$ cat src/rtl/apb_arb_pkg.sv
// apb_arb_pkg: shared constants and types for the two-requester APB command
// arbiter (apb_req_arbiter) and its round-robin picker (apb_rr_arb2).
`timescale 1ns/1ps
package apb_arb_pkg;

  // Default widths matching the APB master bridge user port
  localparam int unsigned APB_ARB_AW      = 32'd9;
  localparam int unsigned APB_ARB_DW      = 32'd8;
  localparam int unsigned APB_ARB_TIMEOUT = 32'd16;

  // Arbiter FSM encoding
  typedef logic [1:0] arb_state_t;
  localparam arb_state_t ST_IDLE  = 2'd0;
  localparam arb_state_t ST_ISSUE = 2'd1;
  localparam arb_state_t ST_WAIT  = 2'd2;
  localparam arb_state_t ST_DONE  = 2'd3;

  // Requester identifier: 0 = requester 0, 1 = requester 1
  typedef logic req_id_t;

  // Convert a one-hot two-way grant into the winning requester ID
  function automatic req_id_t grant_to_id(input logic [1:0] grant);
    return (grant == 2'b10) ? 1'b1 : 1'b0;
  endfunction

endpackage

$ cat src/rtl/apb_rr_arb2.sv
// apb_rr_arb2: two-way round-robin picker. Produces a combinational one-hot
// grant from the valid vector and a registered priority pointer; the pointer
// moves to the non-granted requester whenever the advance strobe fires.
`timescale 1ns/1ps
module apb_rr_arb2 (
  input  logic       pclk,
  input  logic       presetn,
  input  logic [1:0] i_valid,
  input  logic       i_advance,
  output logic [1:0] o_grant
);

  logic       r_ptr;
  logic [1:0] w_grant;

  // A lone requester always wins; with both pending the pointer holder wins
  always_comb begin
    w_grant = 2'b00;
    case (i_valid)
      2'b01:   w_grant = 2'b01;
      2'b10:   w_grant = 2'b10;
      2'b11:   w_grant = r_ptr ? 2'b10 : 2'b01;
      default: w_grant = 2'b00;
    endcase
  end

  assign o_grant = w_grant;

  // After each accepted grant, priority passes to the other requester
  always_ff @(posedge pclk or negedge presetn) begin
    if (!presetn) begin
      r_ptr <= 1'b0;
    end else if (i_advance && (w_grant != 2'b00)) begin
      r_ptr <= ~w_grant[1];
    end
  end

endmodule

$ cat src/rtl/apb_req_arbiter.sv
// apb_req_arbiter: shares the APB master bridge command port between two
// requesters. One command in flight at a time: IDLE accepts, ISSUE pulses
// transfer, WAIT tracks psel&penable&pready, DONE returns a one-cycle done.
// Optional build macro APB_ARB_TIMEOUT_EN adds a WAIT timeout that ends the
// command with err=1 after TIMEOUT wait cycles.
`timescale 1ns/1ps
module apb_req_arbiter
  import apb_arb_pkg::*;
#(
  parameter int unsigned AW      = APB_ARB_AW,
  parameter int unsigned DW      = APB_ARB_DW,
  parameter int unsigned TIMEOUT = APB_ARB_TIMEOUT
) (
  input  logic          pclk,
  input  logic          presetn,
  input  logic          req0_valid,
  input  logic          req0_rw,
  input  logic [AW-1:0] req0_addr,
  input  logic [DW-1:0] req0_wdata,
  output logic          req0_ready,
  output logic          req0_done,
  output logic          req0_err,
  output logic [DW-1:0] req0_rdata,
  input  logic          req1_valid,
  input  logic          req1_rw,
  input  logic [AW-1:0] req1_addr,
  input  logic [DW-1:0] req1_wdata,
  output logic          req1_ready,
  output logic          req1_done,
  output logic          req1_err,
  output logic [DW-1:0] req1_rdata,
  output logic          transfer,
  output logic          read_write,
  output logic [AW-1:0] apb_write_paddr,
  output logic [DW-1:0] apb_write_data,
  output logic [AW-1:0] apb_read_paddr,
  input  logic [DW-1:0] apb_read_data_out,
  input  logic          psel,
  input  logic          penable,
  input  logic          pready
);

  arb_state_t    r_state;
  req_id_t       r_owner;
  logic          r_transfer;
  logic          r_read_write;
  logic [AW-1:0] r_write_paddr;
  logic [DW-1:0] r_write_data;
  logic [AW-1:0] r_read_paddr;
  logic          r_done0, r_done1, r_err0, r_err1;
  logic [DW-1:0] r_rdata0, r_rdata1;

  logic [1:0]    w_valid;
  logic [1:0]    w_grant;
  logic          w_idle;
  logic          w_accept;
  req_id_t       w_acc_id;
  logic          w_acc_rw;
  logic [AW-1:0] w_acc_addr;
  logic [DW-1:0] w_acc_wdata;
  logic          w_complete;
  logic          w_expire;
  logic          w_finish;
  logic          w_err;

  assign w_valid    = {req1_valid, req0_valid};
  assign w_idle     = (r_state == ST_IDLE);
  assign w_accept   = w_idle & (w_grant != 2'b00);
  assign w_acc_id   = grant_to_id(w_grant);
  assign req0_ready = w_idle & w_grant[0];
  assign req1_ready = w_idle & w_grant[1];

  apb_rr_arb2 u_rr (
    .pclk      (pclk),
    .presetn   (presetn),
    .i_valid   (w_valid),
    .i_advance (w_accept),
    .o_grant   (w_grant)
  );

  // Route the granted requester's payload toward the bridge registers
  always_comb begin
    if (w_acc_id) begin
      w_acc_rw    = req1_rw;
      w_acc_addr  = req1_addr;
      w_acc_wdata = req1_wdata;
    end else begin
      w_acc_rw    = req0_rw;
      w_acc_addr  = req0_addr;
      w_acc_wdata = req0_wdata;
    end
  end

  assign w_complete = psel & penable & pready;

`ifdef APB_ARB_TIMEOUT_EN
  localparam int unsigned CNT_W = $clog2(TIMEOUT + 32'd1);
  logic [CNT_W-1:0] r_tmo_cnt;

  // Count WAIT cycles; cleared while in ISSUE so every command starts at zero
  always_ff @(posedge pclk or negedge presetn) begin
    if (!presetn) begin
      r_tmo_cnt <= {CNT_W{1'b0}};
    end else if (r_state == ST_ISSUE) begin
      r_tmo_cnt <= {CNT_W{1'b0}};
    end else if (r_state == ST_WAIT) begin
      r_tmo_cnt <= r_tmo_cnt + {{(CNT_W-1){1'b0}}, 1'b1};
    end
  end

  // Expiry on the TIMEOUT-th WAIT cycle
  assign w_expire = ((32'(r_tmo_cnt) + 32'd1) == TIMEOUT);
`else
  // No watchdog: WAIT only ends on a real APB completion. TIMEOUT stays a
  // parameter so both builds present the same module interface.
  assign w_expire = 1'b0 & (TIMEOUT == 32'd0);
`endif

  assign w_finish = (r_state == ST_WAIT) & (w_complete | w_expire);
  assign w_err    = w_expire & ~w_complete;   // completion beats expiry

  // Command FSM and bridge-facing registers; addresses/data hold through WAIT
  always_ff @(posedge pclk or negedge presetn) begin
    if (!presetn) begin
      r_state       <= ST_IDLE;
      r_owner       <= 1'b0;
      r_transfer    <= 1'b0;
      r_read_write  <= 1'b0;
      r_write_paddr <= {AW{1'b0}};
      r_write_data  <= {DW{1'b0}};
      r_read_paddr  <= {AW{1'b0}};
    end else begin
      case (r_state)
        ST_IDLE: begin
          if (w_accept) begin
            r_state      <= ST_ISSUE;
            r_owner      <= w_acc_id;
            r_transfer   <= 1'b1;
            r_read_write <= w_acc_rw;
            if (w_acc_rw) begin
              r_read_paddr  <= w_acc_addr;
            end else begin
              r_write_paddr <= w_acc_addr;
              r_write_data  <= w_acc_wdata;
            end
          end
        end
        ST_ISSUE: begin
          r_transfer <= 1'b0;
          r_state    <= ST_WAIT;
        end
        ST_WAIT: begin
          if (w_finish) begin
            r_state <= ST_DONE;
          end
        end
        ST_DONE: begin
          r_state <= ST_IDLE;
        end
        default: begin
          r_state    <= ST_IDLE;
          r_transfer <= 1'b0;
        end
      endcase
    end
  end

  // One-cycle done/err/rdata to the owner; read data captured on completion
  always_ff @(posedge pclk or negedge presetn) begin
    if (!presetn) begin
      r_done0  <= 1'b0;
      r_done1  <= 1'b0;
      r_err0   <= 1'b0;
      r_err1   <= 1'b0;
      r_rdata0 <= {DW{1'b0}};
      r_rdata1 <= {DW{1'b0}};
    end else begin
      r_done0  <= w_finish & ~r_owner;
      r_done1  <= w_finish &  r_owner;
      r_err0   <= w_finish & ~r_owner & w_err;
      r_err1   <= w_finish &  r_owner & w_err;
      r_rdata0 <= (w_finish && !r_owner && r_read_write && !w_err) ? apb_read_data_out : {DW{1'b0}};
      r_rdata1 <= (w_finish &&  r_owner && r_read_write && !w_err) ? apb_read_data_out : {DW{1'b0}};
    end
  end

  assign transfer        = r_transfer;
  assign read_write      = r_read_write;
  assign apb_write_paddr = r_write_paddr;
  assign apb_write_data  = r_write_data;
  assign apb_read_paddr  = r_read_paddr;
  assign req0_done       = r_done0;
  assign req1_done       = r_done1;
  assign req0_err        = r_err0;
  assign req1_err        = r_err1;
  assign req0_rdata      = r_rdata0;
  assign req1_rdata      = r_rdata1;

endmodule

$ cat config.mk
export PLATFORM = sky130hd
export DESIGN_NAME = apb_req_arbiter
export DESIGN_NICKNAME = d
export VERILOG_FILES = /design/src/rtl/apb_arb_pkg.sv /design/src/rtl/apb_rr_arb2.sv /design/src/rtl/apb_req_arbiter.sv
export SDC_FILE = /design/constraint.sdc
export NUM_CORES = 1
export LEC_CHECK = 0
export CAP_MARGIN = 25
export CORE_UTILIZATION = 41
export CTS_CLUSTER_SIZE = 28
export DETAILED_ROUTE_END_ITERATION = 12
export GPL_ROUTABILITY_DRIVEN = 0
export PLACE_DENSITY = 0.82
export SETUP_SLACK_MARGIN = 0.2
export SYNTH_ARGS = -nofsm -noshare
export SYNTH_HDL_FRONTEND = slang
export SYNTH_SLANG_ARGS = --single-unit
export TNS_END_PERCENT = 10
$ cat constraint.sdc
create_clock -name pclk -period 2.42 [get_ports pclk]
set_input_delay 0.726 -clock pclk [delete_from_list [all_inputs] [get_ports pclk]]
set_output_delay 0.726 -clock pclk [all_outputs]
set_load 0.05 [all_outputs]
==> results of run 1 <==
## sequential cells by signal (all words and copies together) (netlist names)
name,cells
req1_done,1
apb_write_paddr,9
req1_rdata,8
transfer,1
r_owner,1
r_state,2
apb_read_paddr,9
req0_done,1
apb_write_data,8
req0_rdata,8
u_rr.r_ptr,1
read_write,1
## power by group
part	internal, mW	switching (mW)	leakage [nW]	total [mW]
clock network	0.307	0.278	0.0504	0.586
registers	1.12	0.156	0.630	1.27
logic	0.997	1.37	0.921	2.37
## kinds of logic (layout without fill, tap and decap cells)
family,count (synthesis),count (layout),share of synthesized area
other,1,2,0.00168
adder cells (fa/ha/maj),3,3,0.0168
flip-flops,50,50,0.561
multiplexers,44,44,0.249
AO/OA/AOI/OAI,10,10,0.0393
buffers and inverters,13,124,0.0483
AND/OR/NAND/NOR,33,33,0.0836
## final timing paths
path	slack (ns)	to
setup / recovery	0.20	transfer
hold reg to reg	0.46	req0_done$_DFF_PN0_
setup reg to reg	0.52	apb_write_paddr[3]$_DFFE_PN0P_
min in group asynchronous	0.51	req0_rdata[5]$_DFF_PN0_
hold / removal	0.46	req0_done$_DFF_PN0_
max in group asynchronous	1.49	apb_write_paddr[8]$_DFFE_PN0P_
## layer usage
layer / vias up / track usage / wire, um
met2: 69 / 0.302 / 2340
li1: 747 / - / -
met5: - / 0 / 0
met4: 0 / 0.0617 / 61
met1: 725 / 0.213 / 1950
met3: 5 / 0.0516 / 310
## cells in the final DEF (no fill, tap or decap), types with 5 or more instances in the layout
cell type,n
and2_1,16
buf_4,10
clkbuf_8,5
clkdlybuf4s50_1,90
dfrtp_1,50
inv_1,6
mux2_2,28
mux2_4,16
## timing repair
| item | 4_1_cts | 5_1_grt |
|---|---|---|
| resized for setup | 14 | 3 |
| setup buffers | 2 | 0 |
| endpoints found under the setup margin | 9 | 34 |
| pin swaps | 2 | 0 |
## area by class of cell
cell class / instances / area share
Multi-Input combinational cell: 92 / 0.263
Inverter: 6 / 0.00642
Timing Repair Buffer: 110 / 0.316
Clock inverter: 3 / 0.0128
Clock buffer: 5 / 0.0196
Sequential cell: 50 / 0.357
Tap cell: 70 / 0.0250
## through the flow
| stage | instance area [um^2] | utilization |
|---|---|---|
| after CTS | 3500 | 0.677 |
| after detailed placement | 3320 | 0.642 |
| after global routing | 3510 | 0.678 |
| after floorplan | 2240 | - |
| final | 3510 | 0.678 |
| after global placement | 3320 | 0.642 |
==> impl_metrics.toml, run 1 <==
[setup_path]
path_cells = "clkdlybuf4s50_1"
crit_path_top_delay_cell = "clkdlybuf4s50_1"
slowest_delay_ns = 0.83
rr_worst_depth = 5
critPathLaunchType = "flop"
crit_type = "flop to output pin"
crit_cells = 1
cpLargestDelayFamily = "buffers and inverters"
cp.required_ns = 1.69
r2r-start = "r_state[0]$_DFFE_PN0P_"
cp.buffers_inverters = 1
cp.arrival_ns = 1.50
cp_max_fo = 2
end_kind = "output pin"
crit_start = "transfer$_DFFE_PN0P_"

[floorplan]
io_pins = 101
num_rows = 26
coreArea_um2 = 5170
die_y_um = 75.7
die_area_um2 = 5740
die_w_um = 75.7
initial_core_util = 0.431

[clock_network]
cts_sinks = 50
hold_buffers = 0
htreeDepth = 2
cts_tree = "done"
cts_buffer_depth = 2
numCtsBuffers = 5
insertion_delay_ns = 0.30
clk_pin_slew_worst_paths_ns = 0.09
cts-root-buf = "clkbuf_8"

[yosys]
synth-seq-area-share = 0.561
yosysMostFrequentCell = "dfrtp_1"
synth_edf_count = 0
synthTopCellsByArea = "dfrtp_1 (56%), mux2_2 (14%), mux2_4 (11%)"
synth_top_area_frac = 0.561
ys.flop_type = "dfrtp_1"
synthTopCellsByCount = "dfrtp_1 (50), mux2_2 (28), and2_1 (17)"
yosys.area.top_type = "dfrtp_1"
synth_cells = 154
synth-async-reset-ratio = 1.00
syn_area_um2 = 2230
ys_types = 27
yosysWarnings = 0
ys_ff_latch = 50
avgSynthCellArea_um2 = 14.5

[global_routing]
grt_pass1_wl_um = 7350
antenna_found_initial = 0
grt_overflow = 0
grt_max_degree = 51
grt_pass1_vias = 1494
track_usage = 0.177

[routing]
antenna_left = 0
firstDrtPassIters = 4
vias = 1546
wl_per_cell_um = 13.9
viasPerCell = 4.60
drtIter0Drc = 42
route.detailed.drc = 0
routed_wirelength_um = 4660

[finish]
final-seq-area_um2 = 1250
num_antenna_cells = 0
area_growth_pct = 57.3
nets = 319
fillers = 391
multiInputGateArea_um2 = 923
drive_gt1_frac = 0.286
finalNonFillerCells = 336

[flow_run]
timing.max_cap.violations = 0

[timing]
post-route-min-period_ns = 2.22
max_freq_ghz = 0.449
setup_slack_ns = 0.195
slew_headroom = 0.590
grt_setup_unrepaired = "yes"
fin_hold_ws_ns = 0.464
hold_viol_final = 0
skew_ns = 0.00557
min_period_over_period = 0.919
tightestPinTransition_ns = 0.615
setup_tns_ns = 0
slew_viol_final = 0
setup_violations = 0

[pwr]
leakagePower_nw = 1.60
p_per_area_nw_per_um2 = 1210
peakVddDrop_v = 0.000634
totalPowerFinal_mw = 4.23

[placement]
dp_hpwl_um = 3430
dpl_worst_slack_ns = -0.233
numPortBuffers = 98
dp_cells = 326

[status]
status = "completed"

[worst_hold_path]
min_from = "r_owner$_DFFE_PN0P_"
worstHoldPathCells = 1
min_path_type = "flop to flop"
No activity file was read; power rests on OpenSTA's default activity.
==> run 2: changes to the inputs <==
- CORE_MARGIN: unset -> 2
- MAX_ROUTING_LAYER: unset -> met4
==> impl_metrics.toml, run 2 (synthesis results as in run 1) <==
[clock_network]
numCtsBuffers = 5
insertion_delay_ns = 0.29
hold_buffers = 0
htreeDepth = 2
cts_tree = "done"
cts-root-buf = "clkbuf_8"
cts_buffer_depth = 2
clk_pin_slew_worst_paths_ns = 0.09
cts_sinks = 50

[floorplan]
die_w_um = 77.7
io_pins = 101
initial_core_util = 0.431
num_rows = 26
die_y_um = 77.7
die_area_um2 = 6040
coreArea_um2 = 5170

[timing]
setup_violations = 0
post-route-min-period_ns = 2.20
fin_hold_ws_ns = 0.419
skew_ns = 0.00677
slew_headroom = 0.614
grt_setup_unrepaired = "yes"
hold_viol_final = 0
max_freq_ghz = 0.454
tightestPinTransition_ns = 0.580
setup_tns_ns = 0
slew_viol_final = 0
min_period_over_period = 0.910

[pwr]
totalPowerFinal_mw = 4.24
peakVddDrop_v = 0.000729
leakagePower_nw = 1.62
p_per_area_nw_per_um2 = 1200

[global_routing]
grt_pass1_vias = 1706
track_usage = 0.166
grt_pass1_wl_um = 8000
grt_overflow = 0
antenna_found_initial = 0
grt_max_degree = 27

[finish]
final-seq-area_um2 = 1250
multiInputGateArea_um2 = 923
num_antenna_cells = 0
layout_commonest_cell = "clkdlybuf4s50_1"
nets = 321
final_cell_mix = "clkdlybuf4s50_1 (91), dfrtp_1 (50), mux2_2 (28), and2_1 (16), mux2_4 (16)"
drive_gt1_frac = 0.291
area_growth_pct = 58.5
fillers = 370

[setup_path]
rrSetupSlack_ns = 0.55
r2r-start = "r_state[0]$_DFFE_PN0P_"
cp.arrival_ns = 1.48
rr_worst_depth = 5
cp_max_fo = 4
critPathLaunchType = "input port"
worst_r2r_endpoint = "apb_write_paddr[5]$_DFFE_PN0P_"
cp.required_ns = 1.69
end_kind = "output pin"
crit_start = "req1_valid"
crit_type = "input port to output pin"

[routing]
viasPerCell = 4.64
antenna_left = 0
route.detailed.drc = 0
routed_wirelength_um = 4550
vias = 1567
firstDrtPassIters = 4
wl_per_cell_um = 13.5
drtIter0Drc = 31

[status]
status = "completed"

[placement]
numPortBuffers = 98
dp_hpwl_um = 3430

[flow_run]
timing.max_cap.violations = 0

[worst_hold_path]
min_path_type = "input port to asynchronous set/reset pin"
==> run 2: cell count changes in the layout (fill, tap and decap cells not counted), sizes merged <==
| cell | change |
|---|---|
| dlymetal6s2s | -1 |
| inv | +1 |
| clkinvlp | -2 |
| clkinv | +1 |
| clkdlybuf4s50 | +1 |
| buf | +2 |
==> run 2: metal layers <==
| metal | vias to the layer above | share of wire | routed length, um | global-route usage |
|---|---|---|---|---|
| li1 | 748 | - | - | - |
| met1 | 752 | 0.43 | 1950 | 0.205 |
| met2 | 65 | 0.49 | 2240 | 0.284 |
| met3 | 2 | 0.079 | 357 | 0.0419 |
| met4 | 0 | 0.0018 | 8 | 0.0214 |
| met5 | - | 0 | 0 | - |
==> run 2: how the worst max path moves through the flow <==
stage / to / slack, ns / cells after the start
2_1_floorplan: req0_ready / 0.25 / 2
3_3_place_gp: req0_ready / -0.20 / 4
3_5_place_dp: req0_ready / -0.22 / 4
4_1_cts: apb_write_data[2] / 0.20 / 1
5_1_grt: req1_ready / 0.17 / 5
6_report: req1_ready / 0.22 / 5
==> run 2: cell type report <==
cell class,instances,share of cell area
clock buffers,5,0.0195
flip-flops and latches,50,0.354
clock inverters,3,0.0124
multi-input cells,92,0.261
repair buffers,112,0.322
inverters,6,0.00637
well taps,70,0.0248
==> run 2: critical path, cell delays in order <==
cell and delay, ns:
dlygate4sd2_1 0.28, buf_6 0.14, nand2_4 0.06, nor2_4 0.13, buf_12 0.14
==> run 2: report_power, final <==
part	internal (mW)	switching (mW)	leakage [nW]
clock	0.310	0.275	0.0585
combinational	1.01	1.37	0.927
sequential	1.12	0.156	0.630
==> run 2: metrics by stage <==
stage          instance area [um^2]   util  setup slack [ns]  std cells
5_1_grt                        3530  0.683             0.167        338
4_1_cts                        3530  0.682             0.197        338
2_1_floorplan                  2240      -             0.255        155
3_5_place_dp                   3340  0.646            -0.220        327
3_3_place_gp                   3340  0.646            -0.196        327
6_report                       3530  0.683             0.217        338
==> run 2: repair_timing <==
| item | in CTS | in global routing |
|---|---|---|
| resized for setup | 15 | 2 |
| endpoints found under the setup margin | 8 | 27 |
| setup buffers | 3 | 0 |
| pin swaps | 2 | 0 |
